File: src/rtl/color_sensor_pkg.sv
// color_sensor_pkg: shared FSM encoding, class codes and sensor address constants for the colour path.
package color_sensor_pkg;

  typedef enum logic [2:0] {
    S_IDLE,
    S_WAIT_PERIOD,
    S_REQ,
    S_RELEASE,
    S_NEXT,
    S_CLASSIFY,
    S_PUBLISH,
    S_ABORT
  } state_e;

  localparam logic [1:0] CLS_NONE  = 2'd0;
  localparam logic [1:0] CLS_RED   = 2'd1;
  localparam logic [1:0] CLS_GREEN = 2'd2;
  localparam logic [1:0] CLS_BLUE  = 2'd3;

  localparam logic [6:0] DEV_ADDR_DEF  = 7'h29;
  localparam logic [7:0] CDATA_REG_DEF = 8'h94;

  // Each channel is a 16-bit register pair, so channels sit two addresses apart.
  function automatic logic [7:0] chan_reg(input logic [7:0] base, input logic [1:0] idx);
    return base + {5'd0, idx, 1'b0};
  endfunction

endpackage

File: src/rtl/color_frame_sequencer_if.sv
// color_frame_sequencer_if: 2-byte I2C read request/response bundle between sequencer (master) and I2C engine (slave).
interface color_frame_sequencer_if;
  logic        start;
  logic [6:0]  dev_addr;
  logic [7:0]  reg_addr;
  logic [15:0] data;
  logic        busy;
  logic        done;
  modport master (output start, dev_addr, reg_addr, input data, busy, done);
  modport slave  (input start, dev_addr, reg_addr, output data, busy, done);
endinterface

File: src/rtl/color_classifier.sv
// color_classifier: dominant-colour decision (dark below threshold, else max of R/G/B with R>G>B tie priority); used under COLOR_CLASSIFY_EN.
module color_classifier
  import color_sensor_pkg::*;
(
  input  logic [15:0] clear_i,
  input  logic [15:0] red_i,
  input  logic [15:0] green_i,
  input  logic [15:0] blue_i,
  input  logic [15:0] dark_thresh_i,
  output logic [1:0]  cls_o
);
  assign cls_o = clear_i < dark_thresh_i                  ? CLS_NONE  :
                 (red_i >= green_i && red_i >= blue_i)    ? CLS_RED   :
                 green_i >= blue_i                        ? CLS_GREEN : CLS_BLUE;
endmodule

File: src/rtl/color_frame_sequencer.sv
// color_frame_sequencer: periodic C/R/G/B 16-bit read sequencer with per-read timeout and frame publish.
// Optional classifier enabled by defining COLOR_CLASSIFY_EN; otherwise color_class is tied to CLS_NONE.
module color_frame_sequencer
  import color_sensor_pkg::*;
#(
  parameter logic [6:0]  DEV_ADDR       = DEV_ADDR_DEF,
  parameter logic [7:0]  CDATA_REG      = CDATA_REG_DEF,
  parameter int unsigned PERIOD_CYCLES  = 2_500_000,
  parameter int unsigned TIMEOUT_CYCLES = 200_000,
  parameter logic [15:0] DARK_THRESH    = 16'd64
) (
  input  logic                           clk,
  input  logic                           rst,
  input  logic                           enable,
  color_frame_sequencer_if.master        i2c,
  output logic [15:0]                    clear_o,
  output logic [15:0]                    red_o,
  output logic [15:0]                    green_o,
  output logic [15:0]                    blue_o,
  output logic [1:0]                     color_class,
  output logic                           sample_valid,
  output logic                           error
);
  // Loaded in PUBLISH/ABORT so the next REQ lands exactly PERIOD_CYCLES later.
  localparam logic [31:0] PER_LOAD = 32'(PERIOD_CYCLES - 2);
  localparam logic [31:0] TMO_LAST = 32'(TIMEOUT_CYCLES - 1);

  state_e      state_q, state_d;
  logic [1:0]  ch_q, ch_d;
  logic [15:0] shadow_q [4];
  logic [15:0] shadow_d [4];
  logic [15:0] frame_q [4];
  logic [15:0] frame_d [4];
  logic [31:0] tmo_q, tmo_d, per_q, per_d;
  logic        sv_q, sv_d;
  logic        tmo_hit;
  logic        unused_ok;

  // The counter keeps running from REQ into RELEASE, so >= also covers a late RELEASE.
  assign tmo_hit = tmo_q >= TMO_LAST;

  always_comb begin
    state_d  = state_q;
    ch_d     = ch_q;
    shadow_d = shadow_q;
    frame_d  = frame_q;
    per_d    = per_q;
    tmo_d    = (state_q == S_REQ || state_q == S_RELEASE) ? tmo_q + 32'd1 : '0;
    sv_d     = state_q == S_PUBLISH;
    case (state_q)
      S_IDLE: if (enable) begin
        ch_d    = '0;
        state_d = S_REQ;
      end
      S_WAIT_PERIOD: if (!enable) state_d = S_IDLE;
        else if (per_q == '0) begin
          ch_d    = '0;
          state_d = S_REQ;
        end else per_d = per_q - 32'd1;
      S_REQ: if (i2c.done) begin
        shadow_d[ch_q] = i2c.data;
        state_d        = S_RELEASE;
      end else if (tmo_hit) state_d = S_ABORT;
      S_RELEASE: state_d = !i2c.done ? S_NEXT : tmo_hit ? S_ABORT : S_RELEASE;
      S_NEXT: if (ch_q == 2'd3) state_d = S_CLASSIFY;
        else begin
          ch_d    = ch_q + 2'd1;
          state_d = S_REQ;
        end
      S_CLASSIFY: state_d = S_PUBLISH;
      S_PUBLISH: begin
        frame_d = shadow_q;
        per_d   = PER_LOAD;
        state_d = S_WAIT_PERIOD;
      end
      S_ABORT: begin
        per_d   = PER_LOAD;
        state_d = S_WAIT_PERIOD;
      end
      default: state_d = S_IDLE;
    endcase
  end

  always_ff @(posedge clk or posedge rst) begin
    if (rst) begin
      state_q  <= S_IDLE;
      ch_q     <= '0;
      shadow_q <= '{default: '0};
      frame_q  <= '{default: '0};
      tmo_q    <= '0;
      per_q    <= '0;
      sv_q     <= 1'b0;
    end else begin
      state_q  <= state_d;
      ch_q     <= ch_d;
      shadow_q <= shadow_d;
      frame_q  <= frame_d;
      tmo_q    <= tmo_d;
      per_q    <= per_d;
      sv_q     <= sv_d;
    end
  end

  assign i2c.start    = state_q == S_REQ;
  assign i2c.dev_addr = DEV_ADDR;
  assign i2c.reg_addr = chan_reg(CDATA_REG, ch_q);
  assign clear_o      = frame_q[0];
  assign red_o        = frame_q[1];
  assign green_o      = frame_q[2];
  assign blue_o       = frame_q[3];
  assign sample_valid = sv_q;
  assign error        = state_q == S_ABORT;

`ifdef COLOR_CLASSIFY_EN
  logic [1:0] cls_w, cls_pend_q, cls_pend_d, cls_q, cls_d;

  color_classifier u_classifier (
    .clear_i      (shadow_q[0]),
    .red_i        (shadow_q[1]),
    .green_i      (shadow_q[2]),
    .blue_i       (shadow_q[3]),
    .dark_thresh_i(DARK_THRESH),
    .cls_o        (cls_w)
  );

  always_comb begin
    cls_pend_d = state_q == S_CLASSIFY ? cls_w : cls_pend_q;
    cls_d      = state_q == S_PUBLISH ? cls_pend_q : cls_q;
  end

  always_ff @(posedge clk or posedge rst) begin
    if (rst) begin
      cls_pend_q <= CLS_NONE;
      cls_q      <= CLS_NONE;
    end else begin
      cls_pend_q <= cls_pend_d;
      cls_q      <= cls_d;
    end
  end

  assign color_class = cls_q;
  assign unused_ok   = i2c.busy;
`else
  assign color_class = CLS_NONE;
  assign unused_ok   = ^{i2c.busy, DARK_THRESH};
`endif

endmodule

File: src/flat_wrapper.sv
// flat-port wrapper written by rule: the top's interface ports become plain ports
module color_frame_sequencer_flat import color_sensor_pkg::*;
#(
  parameter logic [6:0]  DEV_ADDR       = DEV_ADDR_DEF,
  parameter logic [7:0]  CDATA_REG      = CDATA_REG_DEF,
  parameter int unsigned PERIOD_CYCLES  = 2_500_000,
  parameter int unsigned TIMEOUT_CYCLES = 200_000,
  parameter logic [15:0] DARK_THRESH    = 16'd64
)
  (clk, rst, enable, clear_o, red_o, green_o, blue_o, color_class, sample_valid, error, i2c_start, i2c_dev_addr, i2c_reg_addr, i2c_data, i2c_busy, i2c_done);
  color_frame_sequencer_if i2c_i ();
  input  logic clk;
  input  logic rst;
  input  logic enable;
  output logic [15:0] clear_o;
  output logic [15:0] red_o;
  output logic [15:0] green_o;
  output logic [15:0] blue_o;
  output logic [1:0] color_class;
  output logic sample_valid;
  output logic error;
  output wire logic [$bits(i2c_i.start)-1:0] i2c_start;
  output wire logic [$bits(i2c_i.dev_addr)-1:0] i2c_dev_addr;
  output wire logic [$bits(i2c_i.reg_addr)-1:0] i2c_reg_addr;
  input wire logic [$bits(i2c_i.data)-1:0] i2c_data;
  input wire logic [$bits(i2c_i.busy)-1:0] i2c_busy;
  input wire logic [$bits(i2c_i.done)-1:0] i2c_done;
  assign i2c_start = i2c_i.start;
  assign i2c_dev_addr = i2c_i.dev_addr;
  assign i2c_reg_addr = i2c_i.reg_addr;
  assign i2c_i.data = i2c_data;
  assign i2c_i.busy = i2c_busy;
  assign i2c_i.done = i2c_done;
  color_frame_sequencer #(.DEV_ADDR(DEV_ADDR), .CDATA_REG(CDATA_REG), .PERIOD_CYCLES(PERIOD_CYCLES), .TIMEOUT_CYCLES(TIMEOUT_CYCLES), .DARK_THRESH(DARK_THRESH)) u_core (.clk(clk), .rst(rst), .enable(enable), .i2c(i2c_i), .clear_o(clear_o), .red_o(red_o), .green_o(green_o), .blue_o(blue_o), .color_class(color_class), .sample_valid(sample_valid), .error(error));
endmodule
File: config.mk
export PLATFORM = sky130hd
export DESIGN_NAME = color_frame_sequencer_flat
export DESIGN_NICKNAME = d
export VERILOG_FILES = /design/src/rtl/color_sensor_pkg.sv /design/src/rtl/color_frame_sequencer_if.sv /design/src/rtl/color_classifier.sv /design/src/rtl/color_frame_sequencer.sv /design/src/flat_wrapper.sv
export SDC_FILE = /design/constraint.sdc
export NUM_CORES = 1
export LEC_CHECK = 0
export ABC_AREA = 1
export CAP_MARGIN = 20
export CELL_PAD_IN_SITES_DETAIL_PLACEMENT = 1
export CELL_PAD_IN_SITES_GLOBAL_PLACEMENT = 2
export CORE_AREA = 2 2 116 231
export CTS_CLUSTER_DIAMETER = 50
export DETAILED_ROUTE_END_ITERATION = 8
export DIE_AREA = 0 0 118 233
export HOLD_SLACK_MARGIN = 0.06
export PLACE_DENSITY_LB_ADDON = 0.08
export SETUP_SLACK_MARGIN = 0.15
export SYNTH_ARGS = -nofsm -noshare
export SYNTH_HDL_FRONTEND = slang
export SYNTH_SLANG_ARGS = --single-unit
File: constraint.sdc
create_clock -name clk -period 15.7 [get_ports clk]
set_input_delay 4.71 -clock clk [delete_from_list [all_inputs] [get_ports clk]]
set_output_delay 4.71 -clock clk [all_outputs]
set_load 0.03 [all_outputs]
* After elaboration in Yosys (flattened, before gate mapping)
Index checks and enable logic that the tools add are counted.
** Word-level totals
- Register bits :: 198
- Output and inout bits :: 84
- Logic and storage cells :: 68
** Cells by class
- Add/sub/neg operators :: 4
- Order comparisons :: 3
- Eq/ne operators :: 15
- Mux-type cells :: 21
- Bitwise logic cells :: 1
- Reduce and logical (&&, ||, !) cells :: 11
** Operators by type and width (count)
- 32-bit two-way mux :: 3
- 64-bit bitwise mux :: 1
- 32-bit one-hot mux with 2 select lines :: 1
- 32-bit by 1-bit adder with 32-bit output, second input constant :: 1
- 16-bit demux with 2-bit select :: 1
- 32-bit by 18-bit greater-or-equal comparator with 1-bit output, second input constant :: 1
- 32-bit logical NOT :: 1
- 32-bit by 1-bit subtractor with 32-bit output, second input constant :: 1
- 3-bit two-way mux :: 8
- 3-bit one-hot mux with 7 select lines :: 1
- 16-bit two-way mux :: 1
- 3-bit == test, second input constant :: 4
- 8-bit by 3-bit adder with 8-bit output, first input constant :: 1
- 2-bit two-way mux :: 4
- 2-bit inequality test, second input constant :: 4
- 3-bit by 2-bit == test with 1-bit output, second input constant :: 2
- 2-bit one-hot mux with 3 select lines :: 1
- 3-bit AND reduction :: 2
- 5-bit AND reduction :: 1
- 3-bit by 1-bit == test with 1-bit output, second input constant :: 1
- 3-bit greater-or-equal comparator, second input constant :: 1
- 3-bit logical NOT :: 1
- 3-bit by 1-bit less-than comparator with 1-bit output, second input constant :: 1
- 3-bit by 1-bit inequality test with 1-bit output, second input constant :: 1
- other kinds (11) :: 11

* Logic depth before layout (Yosys ltp)
- Depth in word-level cells :: 6
- Mapped depth :: 11

* Least setup slack after synthesis
No wires, ideal clock.
- Path kind :: register to output
- Start point :: reg u_core.state_q[2]
- End point :: out error
- Arrival time :: 1.178 ns
- Data required time :: 10.990 ns
- Setup slack :: 9.812 ns
- Stages on the path, launching flop included :: 4
- Path buffers :: 1
- Cells stage by stage :: dfrtp_1 nand2_1 clkbuf_1 nor2_1
** Between the ends
- Cells in the longest elaborated chain, start to end :: 1
** RTL lines
- start, declared :: RTL line color_frame_sequencer.sv:28 : state_e state_q, state_d;
- start signal, assigned :: RTL line color_frame_sequencer.sv:94 : state_q <= state_d;
- 3-bit == test :: RTL line color_frame_sequencer.sv:112 : assign error = state_q == S_ABORT;
- end, declared :: RTL line flat_wrapper.sv:21 : output logic error;
Every way passes these cells.

* Worst setup path after layout
- Start point :: reg u_core.state_q[2]
- End point :: out i2c_start
** Between the ends
- Cells in the longest elaborated chain, start to end :: 1
** RTL lines
- 3-bit by 2-bit == test with 1-bit output :: RTL line color_frame_sequencer.sv:104 : assign i2c.start = state_q == S_REQ;
- end, declared :: RTL line flat_wrapper.sv:22 : output wire logic [$bits(i2c_i.start)-1:0] i2c_start;
Every way passes these cells.

==> impl_metrics.json <==
{
  "outcome": "complete, no violations",
  "ir_drop_uv": 91.2,
  "start_util_pct": 35.7,
  "ctsResizeCount": 0,
  "skew_ns": 0.0129,
  "tightest_slew_ns": 0.966,
  "critPathMaxFanout": 11,
  "ys_ff_latch": 198,
  "syn_area_sq_um": 9170,
  "slew_viol_final": 0,
  "ys_warn_count": 0,
  "startpoint_type": "flop",
  "power_density_nw_per_um2": 178,
  "setup-violations-final": 0,
  "cts_setup_buffers": 0,
  "ios": 105,
  "nets": 1229,
  "grt_antenna_before_repair": 0,
  "fp.dieW_um": 118,
  "grt_setup_unrepaired": "no",
  "finalCritPeriodShare_pct": 47.5,
  "grt-ovfl-total": 0,
  "wl_um": 25700,
  "synthFlopType": "dfrtp_1",
  "yosys.area.top_type_share_pct": 54.0,
  "synth_cell_types": 41,
  "critPathKind": "reg2out",
  "hold_class": "reg2reg",
  "fin_crit_ns": 7.45,
  "die_area_sq_um": 27500,
  "clock_latency_ns": 0.45,
  "max-slew-margin-rel_pct": 35.6,
  "total_power_mw": 1.96,
  "crit_required_ns": 10.99,
  "detail-route-antenna-nets": 0,
  "cts_buffer_depth": 2,
  "grt_start_max_net_pins": 131,
  "grt_pass1_wl_um": 42100,
  "drt_iter0_drc": 328,
  "wl_per_cell_um": 16.5,
  "htree_levels": 4,
  "route.detailed.drc": 0,
  "die_h_um": 233,
  "drive_above_1_share_pct": 6.17,
  "globalplace.congestion": 0.794,
  "synth_area_per_cell_sq_um": 8.17,
  "cts.reportedPaths.clkPinSlew_ns": 0.08,
  "synthMostInstantiatedCell": "nand2_1",
  "grt_pass1_vias": 7879,
  "tritoncts": "yes",
  "p_leak_nw": 5.23,
  "hold_violations": 0,
  "vias": 7372,
  "end_kind": "output port",
  "area_delta_synth_final_pct": 19.6,
  "rows": 83,
  "core_sq_um": 25700,
  "num_antenna_cells": 0,
  "syn_inst": 1122,
  "clock_sinks": 198,
  "cts-root-buf": "clkbuf_16",
  "ys_seq_area_share_pct": 54.0,
  "dp_hpwl_um": 17900,
  "synth.area.top_cells": "dfrtp_1 54%, nand2_1 16%, nor2_1 5.3%",
  "maxCapViolations": 0,
  "setup_tns_ns": 0,
  "yosys.area.top_type": "dfrtp_1",
  "synth_edf_count": 0,
  "async_flop_share_pct": 100,
  "fmax_mhz": 134,
  "vias_per_cell": 4.74,
  "grt_use_total_pct": 19.6,
  "port_buffers": 89,
  "ys_top_cells_by_count": "401 x nand2_1, 198 x dfrtp_1, 130 x nor2_1, 81 x o21ai_0, 77 x inv_1",
  "drt_pass1_iterations": 4,
  "numCtsBuffers": 17,
  "cts_hold_buf": 0,
  "worstPathArrival_ns": 2.74
}
[area by class of cell]
class	instances	area, sq um
Inverter	80	315
Sequential cell	198	4950
Timing Repair Buffer	97	973
Clock buffer	19	443
Tap cell	340	425
Fill cell	3074	14700
Clock inverter	13	163
Multi-Input combinational cell	808	3690
[cell families after synthesis]
group | after synthesis | synth area share, %
buffers and inverters | 128 | 6.28
flip-flops | 198 | 54.0
adder cells (fa/ha/maj) | 6 | 0.819
AO/OA/AOI/OAI | 111 | 6.59
other | 2 | 0.0819
XOR/XNOR | 31 | 2.96
AND/OR/NAND/NOR | 646 | 29.2
[placed cells by master, fill, tap and decap left out, drive strengths merged, types with 4 or more instances in the layout]
cell,synthesis,layout
clkbuf,21,19
inv,79,85
a21oi,12,12
buf,27,8
conb,2,14
nor2,137,137
nand2,413,413
ha,6,6
nand4,15,15
clkdlybuf4s50,0,89
nand3b,5,5
xor2,27,27
nand3,46,46
dfrtp,198,198
o21ai,91,91
xnor2,4,4
nor3,23,23
[stage by stage]
stage / hold WS [ns] / instances / setup WS [ns] / utilization, % / cell area, sq um
3_3_place_gp: 0.447 / 1520 / 8.67 / 40.2 / 10300
4_1_cts: 0.476 / 1552 / 8.16 / 42.6 / 10900
5_1_grt: 0.502 / 1555 / 8.09 / 42.8 / 11000
2_1_floorplan: 0.433 / 1134 / 5.59 / - / 9220
3_5_place_dp: 0.458 / 1520 / 8.66 / 40.2 / 10300
6_report: 0.469 / 1555 / 8.25 / 42.8 / 11000
[power breakdown]
part | internal (mW) | switching, mW | leakage (nW)
combinational | 0.254 | 0.465 | 2.33
clock | 0.244 | 0.212 | 0.286
sequential | 0.675 | 0.108 | 2.61
total | 1.17 | 0.784 | 5.23
[state kept, by name (all words and copies together), names as in the netlist]
signal,cells
u_core.blue_o,16
u_core.per_q,32
u_core.shadow_q,64
u_core.green_o,16
u_core.red_o,16
u_core.tmo_q,32
u_core.state_q,3
u_core.clear_o,16
u_core.ch_q,2
u_core.sample_valid,1
[per-layer routing]
layer | up-vias | share of wire, % | global-route usage (%)
met5 | - | 0 | 0
met4 | 0 | 1.8 | 6.17
met3 | 27 | 2.5 | 3.55
met2 | 96 | 55 | 37.0
met1 | 3590 | 41 | 22.2
li1 | 3659 | - | -
[critical path, cell delays in order, from the launching register on]
cell	delay, ns
dfrtp_1	0.45
nor2_1	0.66
nand2_1	0.22
inv_1	0.25
clkdlybuf4s50_1	0.71
[path summary, 6_finish.rpt]
path                       slack (ns)                  end  depth (start not counted)         startpoint
max                              8.25            i2c_start                          4  u_core.state_q[2]
min                              0.47      u_core.tmo_q[0]                          1    u_core.tmo_q[0]
max reg2reg                     13.10  u_core.shadow_q[52]                          7  u_core.state_q[2]
min reg2reg                      0.47      u_core.tmo_q[0]                          1    u_core.tmo_q[0]
max in group asynchronous        9.21      u_core.red_o[7]                          3                rst
min in group asynchronous        4.83    u_core.blue_o[12]                          2                rst
Note: power is estimated with default switching activity, not from simulation.
